===== config.mk =====
export PLATFORM = sky130hd
export DESIGN_NAME = nibble_datapath
export DESIGN_NICKNAME = d
export VERILOG_FILES = /design/src/rtl/nibble_datapath.sv
export SDC_FILE = /design/constraint.sdc
export NUM_CORES = 1
export LEC_CHECK = 0
export CORE_MARGIN = 5
export CORE_UTILIZATION = 45
export CTS_CLUSTER_SIZE = 16
export DETAILED_ROUTE_END_ITERATION = 8
export PLACE_DENSITY = 0.83
export SLEW_MARGIN = 0
export SYNTH_ARGS = -nofsm -noshare
export SYNTH_HDL_FRONTEND = slang
export SYNTH_SLANG_ARGS = --single-unit

===== constraint.sdc =====
create_clock -name clk -period 3.4 [get_ports clk]
set_clock_uncertainty 0.15 [all_clocks]
set_input_delay 0.51 -clock clk [delete_from_list [all_inputs] [get_ports clk]]
set_output_delay 0.51 -clock clk [all_outputs]
set_load 0.03 [all_outputs]

===== src/rtl/nibble_datapath.sv =====
// nibble_datapath: fetch register, 4-bit ALU and accumulator of the nibble CPU; ALU_EXT_OPS_EN adds XOR/OR/shift-left
module nibble_datapath (
    input  logic       clk,
    input  logic       R,
    input  logic       fetch_en,
    input  logic [7:0] programb,
    input  logic       loadA,
    input  logic [2:0] fun,
    input  logic [3:0] databus,
    output logic [3:0] instr,
    output logic [3:0] operando,
    output logic [3:0] accu,
    output logic [3:0] alu,
    output logic       carry,
    output logic       zero
);
    logic [4:0] sum;

    // ALU: {carry,alu} from accumulator (A) and data bus (B)
    always_comb begin
        sum = 5'h0;
        case (fun)
            3'b000:  sum = {1'b0, accu};
            3'b001:  sum = {1'b0, accu} + {1'b0, ~databus} + 5'd1;
            3'b010:  sum = {1'b0, databus};
            3'b011:  sum = {1'b0, accu} + {1'b0, databus};
            3'b100:  sum = {1'b0, ~(accu & databus)};
`ifdef ALU_EXT_OPS_EN
            3'b101:  sum = {1'b0, accu ^ databus};
            3'b110:  sum = {1'b0, accu | databus};
            3'b111:  sum = {accu, 1'b0};
`endif
            default: sum = 5'h0;
        endcase
    end

    assign alu   = sum[3:0];
    assign carry = sum[4];
    assign zero  = (alu == 4'h0);

    // fetch register splits the program byte; accumulator captures the ALU result
    always_ff @(posedge clk) begin
        if (R) begin
            instr    <= 4'h0;
            operando <= 4'h0;
            accu     <= 4'h0;
        end else begin
            if (fetch_en) {instr, operando} <= programb;
            if (loadA) accu <= alu;
        end
    end
endmodule


==> summary.md, run 1 <==
| Metric | Value |
|---|---|
| Detailed-route wire length per cell | ~14 microns |
| CTS Buf Count | 3 |
| Height of the die | between 50 and 60 microns |
| Max Cap Viol | 0 |
| Pwr/cell area | between 300 and 400 nW/um^2 |
| Slowest library cell on the worst path | fa_1 |
| Cell count after placement | roughly 170 |
| Full die area | 3013 sq um |
| Clock net sink count | 12 |
| Minimum clock period after layout | around 3.3 ns |
| Final cell count without fillers | between 150 and 200 |
| Upper clock frequency limit | between 0.3 and 0.4 GHz |
| Max-slew violation total from the final report | 0 |
| Leakage | about 0.6 nW |
| Count of distinct cell types in the synthesized netlist | 31 |
| Detailed placer's ending HPWL | 1.845 mm |
| TritonCTS clock tree | done |
| Data arrival time of the worst path | between 2 and 3 ns |
| X dimension of the die | 54.90 microns |
| DRC violation count after routing | 0 |
| Global-route congestion overflow total | 0 |
| Post-Synthesis Net Count | around 130 |
| Antenna diode instance count | 0 |
| Worst min path class | register to register |
| Clock latency at the later pin of the worst-skew pair | ~0.28 ns |
| Type of element launching the critical path | input pin |
| Overall fraction of global-route tracks in use | 0.1608 |
| Multi-input logic area | just under 600 sq um |
| Sequential cell area fraction in the yosys report | 0.2648 |
| Vias per std cell | roughly 5.1 |
| TNS Setup | 0 ns |
| Most used cells in the layout excluding fill and tap cells | 30 x clkdlybuf4s50_1, 18 x nor2_1, 13 x mux2i_1 |
| Largest stage delay, worst path | 0.55 ns |
| Sum of routed wire length over all layers | approximately 2.3 mm |
| Leading cell type in the layout, fill and taps excluded | clkdlybuf4s50_1 |
| Hold_ws | roughly 0.35 ns |
| Rel. slew slack | 0.6884 |
| Detailed-router iteration count before antenna repair | 4 |
| RSZ-0062 raised after global routing | no |
| Hold_buf cts | 0 |
| Clock slew seen by the registers of the worst setup and hold paths | 0.08 ns |
| Period Utilization, post-route | 0.9639 |
| Max FO, Critical Path | 3 |
| Post-route antenna net violation count | 0 |
| Area of the mapped netlist | around 910 sq um |
| Number of buffers added on ports | 36 |
| Total setup violations reported at the end of the flow | 0 |
| Fraction of layout cells with a size suffix above 1 | 0.09790 |
| Via count of the first global-routing pass | 760 |
| Kind of critical path | input pin to output port |
| Register bit total from synthesis | 12 |
| Vias | roughly 870 |
| Max rail drop VDD | 0.2521 mV |
| Primary FF master, synth | dfxtp_1 |
| Number of fillers in the final layout | 161 |
| Final RePlAce weighted congestion | 0.8443 |
| Num ports | 37 |
| Transition at the pin with the smallest max-transition slack | 0.4660 ns |
| Area growth from synthesis to final layout | 46.76% |
| Maximum number of pins on one net before global-route repair | 15 |
| Cell-by-cell trace of the critical path | clkdlybuf4s50_1 -> inv_1 -> fa_1 -> mux2i_1 -> o32a_1 -> o21a_1 -> and4bb_1 -> o21a_1 -> buf_4 |
| Number of antenna violations at the first check in global routing | 0 |
| Number of enable-type register cells in the synthesized netlist | 0 |
| Worst endpoint required time | 2.74 ns |
| Number of endpoints with negative hold slack in the final report | 0 |
| Post-synthesis average cell area | between 8 and 9 sq um |
| Number of post-CTS setup repair buffers | 0 |
| Proportion of register bits with asynchronous set or reset after synthesis | 0 |
| Number of DRC markers after the initial detailed-route iteration | 15 |
| Number of warning messages in the yosys log | 0 |
| Run status | complete, no violations |
| Cell Rows | 16 |
| Master cell of the clock root buffer | clkbuf_4 |
| Wire length of the first global-routing pass | 3.470 mm |
| Clock Tree Buf Depth | 2 |
| Worst setup EP type | output port |
| Number of nets in the layout | roughly 170 |
| Flip-flop and latch area | around 240 sq um |
| Most frequent cell on the critical path | o21a_1 |
| Core Footprint | between 1500 and 2000 sq um |
| Initial core utilization | 0.4671 |
| Synthesized instance count | ~110 |
| H-tree depth | 1 |
Yosys cell counts, types with 2 or more instances:
master	n	share of area
a211oi_1	2	0.017
inv_1	11	0.046
nand2b_1	2	0.014
nand2_1	2	0.0083
o21bai_1	2	0.017
o211ai_1	3	0.025
nor2_1	18	0.074
fa_1	2	0.044
nor2b_1	3	0.021
a21oi_1	5	0.028
xnor2_1	2	0.019
mux2i_1	13	0.14
ha_1	8	0.11
buf_4	2	0.017
o21a_1	2	0.017
dfxtp_1	12	0.26
clkbuf_1	2	0.0083
through the flow:
step / utilization / setup WS, ns / power [mW] / cell area (sq um)
floorplan: - / 0.5547 / 0.2729 / 907.1
global placement: 0.6656 / -0.08425 / 0.3418 / 1292
detailed placement: 0.6656 / -0.1525 / 0.3457 / 1292
CTS: 0.6830 / 0.009290 / 0.4609 / 1326
global route: 0.6856 / 0.03046 / 0.4808 / 1331
finish: 0.6856 / 0.1226 / 0.4562 / 1331
timing repair:
item | CTS | global route
endpoints found under the setup margin | 2 | 2
pin swaps | 0 | 2
gates resized for setup | 2 | 2
final cells by class:
| cell class | instances | area share |
|---|---|---|
| multi-input combinational | 76 | 0.4483 |
| timing repair buffer | 40 | 0.2876 |
| sequential | 12 | 0.1805 |
| inverter | 11 | 0.03101 |
| clock buffer | 4 | 0.02726 |
| tap | 27 | 0.02538 |
flip-flops by register name (all words and copies together), names as in the netlist:
register,flops
instr,4
accu,4
operando,4
worst max-delay path, delay by kind of cell:
kind	cells	cell delay [ns]
muxes	1	0.08
adders and majority gates	1	0.55
and+or+nand+nor	1	0.21
buffers and inverters	3	0.73
AOI/OAI and AO/OA	3	0.54
cells by family (layout without fill, tap and decap cells):
| kind of cell | count (synthesis) | count (layout) | synth area share |
|---|---|---|---|
| simple gates | 29 | 29 | 0.1517 |
| compound gates | 22 | 22 | 0.1862 |
| buf+inv | 17 | 55 | 0.07999 |
| mux | 13 | 13 | 0.1434 |
| flops | 12 | 12 | 0.2648 |
| fa+ha+maj | 10 | 10 | 0.1545 |
| xor+xnor | 2 | 2 | 0.01931 |
power by group:
group / internal (mW) / switching, mW
clock: 0.0652 / 0.0492
combinational: 0.0851 / 0.0985
sequential: 0.150 / 0.00854
total: 0.300 / 0.156
per-layer routing:
layer	GRT usage	vias to the layer above	routed length (microns)
li1	-	442	-
met2	0.2461	29	1085
met1	0.2118	391	1045
met4	0.04858	0	20
met3	0.05630	3	177
met5	0	-	0
final timing paths:
check                end  depth (start not counted)  slack [ns]        start
max                 zero                          9        0.12   databus[1]
min reg2reg  operando[0]                          2        0.35  operando[0]
max reg2reg      accu[1]                          8        1.34      accu[0]
min          operando[0]                          2        0.35  operando[0]
Power figures use the tool's default switching activity.
==> inputs of run 2 (changes only) <==
--- a/config.mk
+++ b/config.mk
@@ -10,6 +10,7 @@
 export CTS_CLUSTER_SIZE = 16
 export DETAILED_ROUTE_END_ITERATION = 8
 export PLACE_DENSITY = 0.83
+export SKIP_CTS_REPAIR_TIMING = 1
 export SLEW_MARGIN = 0
 export SYNTH_ARGS = -nofsm -noshare
 export SYNTH_HDL_FRONTEND = slang
==> summary.md, run 2 (synthesis gave the netlist of run 1 again) <==
| Metric | Value |
|---|---|
| Max Cap Viol | 0 (unchanged) |
| Post-route antenna net violation count | 0 (unchanged) |
| Leading cell type in the layout, fill and taps excluded | clkdlybuf4s50_1 |
| Fraction of layout cells with a size suffix above 1 | 0.09722 (-0.0006799) |
| CTS Buf Count | 3 (unchanged) |
| Number of DRC markers after the initial detailed-route iteration | 21 (+6) |
| Top Registers | accu x4, instr x4, operando x4 |
| Clock latency at the later pin of the worst-skew pair | 0.28 ns (about the same) |
| Sum of routed wire length over all layers | 2.340 mm (+0.52%) |
| Largest stage delay, worst path | 0.55 ns (about the same) |
| Worst slack at placement | -0.1525 ns (unchanged) |
| Number of endpoints with negative hold slack in the final report | 0 (unchanged) |
| Kind of critical path | input pin to output port |
| TNS Setup | 0 ns (unchanged) |
| Maximum number of pins on one net before global-route repair | 15 (unchanged) |
| Detailed-router iteration count before antenna repair | 4 (unchanged) |
| Master cell of the clock root buffer | clkbuf_4 |
| Register-to-Register Path Depth | 8 (unchanged) |
| Cell-by-cell trace of the critical path | clkdlybuf4s50_1 -> inv_1 -> fa_1 -> mux2i_1 -> o32a_1 -> o21a_1 -> and4bb_1 -> o21a_1 -> buf_4 |
| Leakage | 0.6305 nW (+5.0%) |
| DRC violation count after routing | 0 (unchanged) |
| Detailed placer's ending HPWL | 1.845 mm (unchanged) |
| Max-slew violation total from the final report | 0 (unchanged) |
| Hold_ws | 0.3533 ns (-0.0001380 ns) |
| Detailed-route wire length per cell | 13.68 microns (about the same) |
| Number of fillers in the final layout | 153 (-5.0%) |
| Cell Rows | 16 (unchanged) |
| Final instance area | 1344 sq um (+0.94%) |
| Clock net sink count | 12 (unchanged) |
| Number of antenna violations at the first check in global routing | 0 (unchanged) |
| H-tree depth | 1 (unchanged) |
| Clock Tree Buf Depth | 2 (unchanged) |
| Most used cells in the layout excluding fill and tap cells | 30 x clkdlybuf4s50_1, 18 x nor2_1, 13 x mux2i_1 |
| Worst Hold Path Cells | 2 (unchanged) |
| Top delay family on crit path | buffers and inverters |
| Max FO, Critical Path | 3 (unchanged) |
| Vias | 871 (+0.69%) |
| Minimum clock period after layout | 3.259 ns (-0.01805 ns) |
| Transition at the pin with the smallest max-transition slack | 0.4653 ns (-0.0006660 ns) |
| Type of element launching the critical path | input pin |
| Most frequent cell on the critical path | o21a_1 |
| Antenna diode instance count | 0 (unchanged) |
| Max rail drop VDD | 0.2521 mV (about the same) |
| Rel. slew slack | 0.6888 (about the same) |
| Data arrival time of the worst path | 2.60 ns (-0.02 ns) |
| Slowest library cell on the worst path | fa_1 |
| Initial core utilization | 0.4671 (unchanged) |
| Via count of the first global-routing pass | 760 (unchanged) |
| RSZ-0062 raised after global routing | no |
| Setup slack of the critical path after layout | 0.1407 ns (+0.01805 ns) |
| Num ports | 37 (unchanged) |
| Overall fraction of global-route tracks in use | 0.1608 (unchanged) |
| Worst min path class | register to register |
| X dimension of the die | 54.90 microns (unchanged) |
| Design Power | 0.4594 mW (+0.72%) |
| Core Footprint | 1942 sq um (unchanged) |
| Total setup violations reported at the end of the flow | 0 (unchanged) |
| Number of buffers and inverters on the critical path | 3 (unchanged) |
| Clock slew seen by the registers of the worst setup and hold paths | 0.07 ns (about the same) |
| Cell count after placement | 166 (unchanged) |
| TritonCTS clock tree | done |
| Height of the die | 54.90 microns (unchanged) |
| Placement Cell Area | 1292 sq um (unchanged) |
| Number of nets in the layout | 174 (+0.58%) |
| Pwr/cell area | 341.9 nW/um^2 (-0.22%) |
| Vias per std cell | 5.094 (+0.10%) |
| Full die area | 3013 sq um (unchanged) |
| Wire length of the first global-routing pass | 3.470 mm (unchanged) |
| Area growth from synthesis to final layout | 48.14% |
| Crit path depth | 9 (unchanged) |
| Global-route congestion overflow total | 0 (unchanged) |
| Worst endpoint required time | 2.74 ns (about the same) |
| Period Utilization, post-route | 0.9586 (-0.005309) |
| Final core utilization | 0.6920 (+0.006443) |
| Worst setup EP type | output port |
| Upper clock frequency limit | 0.3068 GHz (+0.55%) |
| Final RePlAce weighted congestion | 0.8443 (unchanged) |
| Run status | complete, no violations |
| Final cell count without fillers | 171 (+0.59%) |
| Number of buffers added on ports | 36 (unchanged) |
## run 2: cell count changes in the layout (fill, tap and decap cells not counted)
cell	delta
dlymetal6s2s_1	+2
dlygate4sd2_1	-2
buf_4	+1
ha_1	+1
ha_2	-1
## run 2: cell type report
class / count / area (sq um) / area share
multi-input cells: 76 / 594.3 / 0.4423
clock buffers: 4 / 36.28 / 0.02700
repair buffers: 41 / 397.9 / 0.2961
flip-flops and latches: 12 / 240.2 / 0.1788
inverters: 11 / 41.29 / 0.03073
well taps: 27 / 33.78 / 0.02514
## run 2: worst paths after layout
kind | slack [ns] | start | to
worst max-delay path | 0.14 | databus[1] | zero
worst min-delay path | 0.35 | operando[0] | operando[0]
worst max register to register | 1.34 | accu[0] | accu[1]
worst min register to register | 0.35 | operando[0] | operando[0]
## run 2: tightest hold or removal path, cell delays in order (launching register included)
cell and delay (ns):
dfxtp_1 0.33, mux2i_1 0.07, nor2_1 0.07
## run 2: metal layers
layer | global-route usage | vias up | part of all wire
li1 | - | 445 | -
met1 | 0.2118 | 383 | 0.42
met2 | 0.2461 | 40 | 0.47
met3 | 0.05630 | 3 | 0.10
met4 | 0.04858 | 0 | 0.0085
met5 | 0 | - | 0
## run 2: power by group
| group | switching [mW] | internal, mW | leakage [nW] |
|---|---|---|---|
| Sequential | 0.00866 | 0.150 | 0.0990 |
| Clock | 0.0492 | 0.0652 | 0.0210 |
| Combinational | 0.0987 | 0.0880 | 0.510 |
| Total | 0.157 | 0.303 | 0.630 |
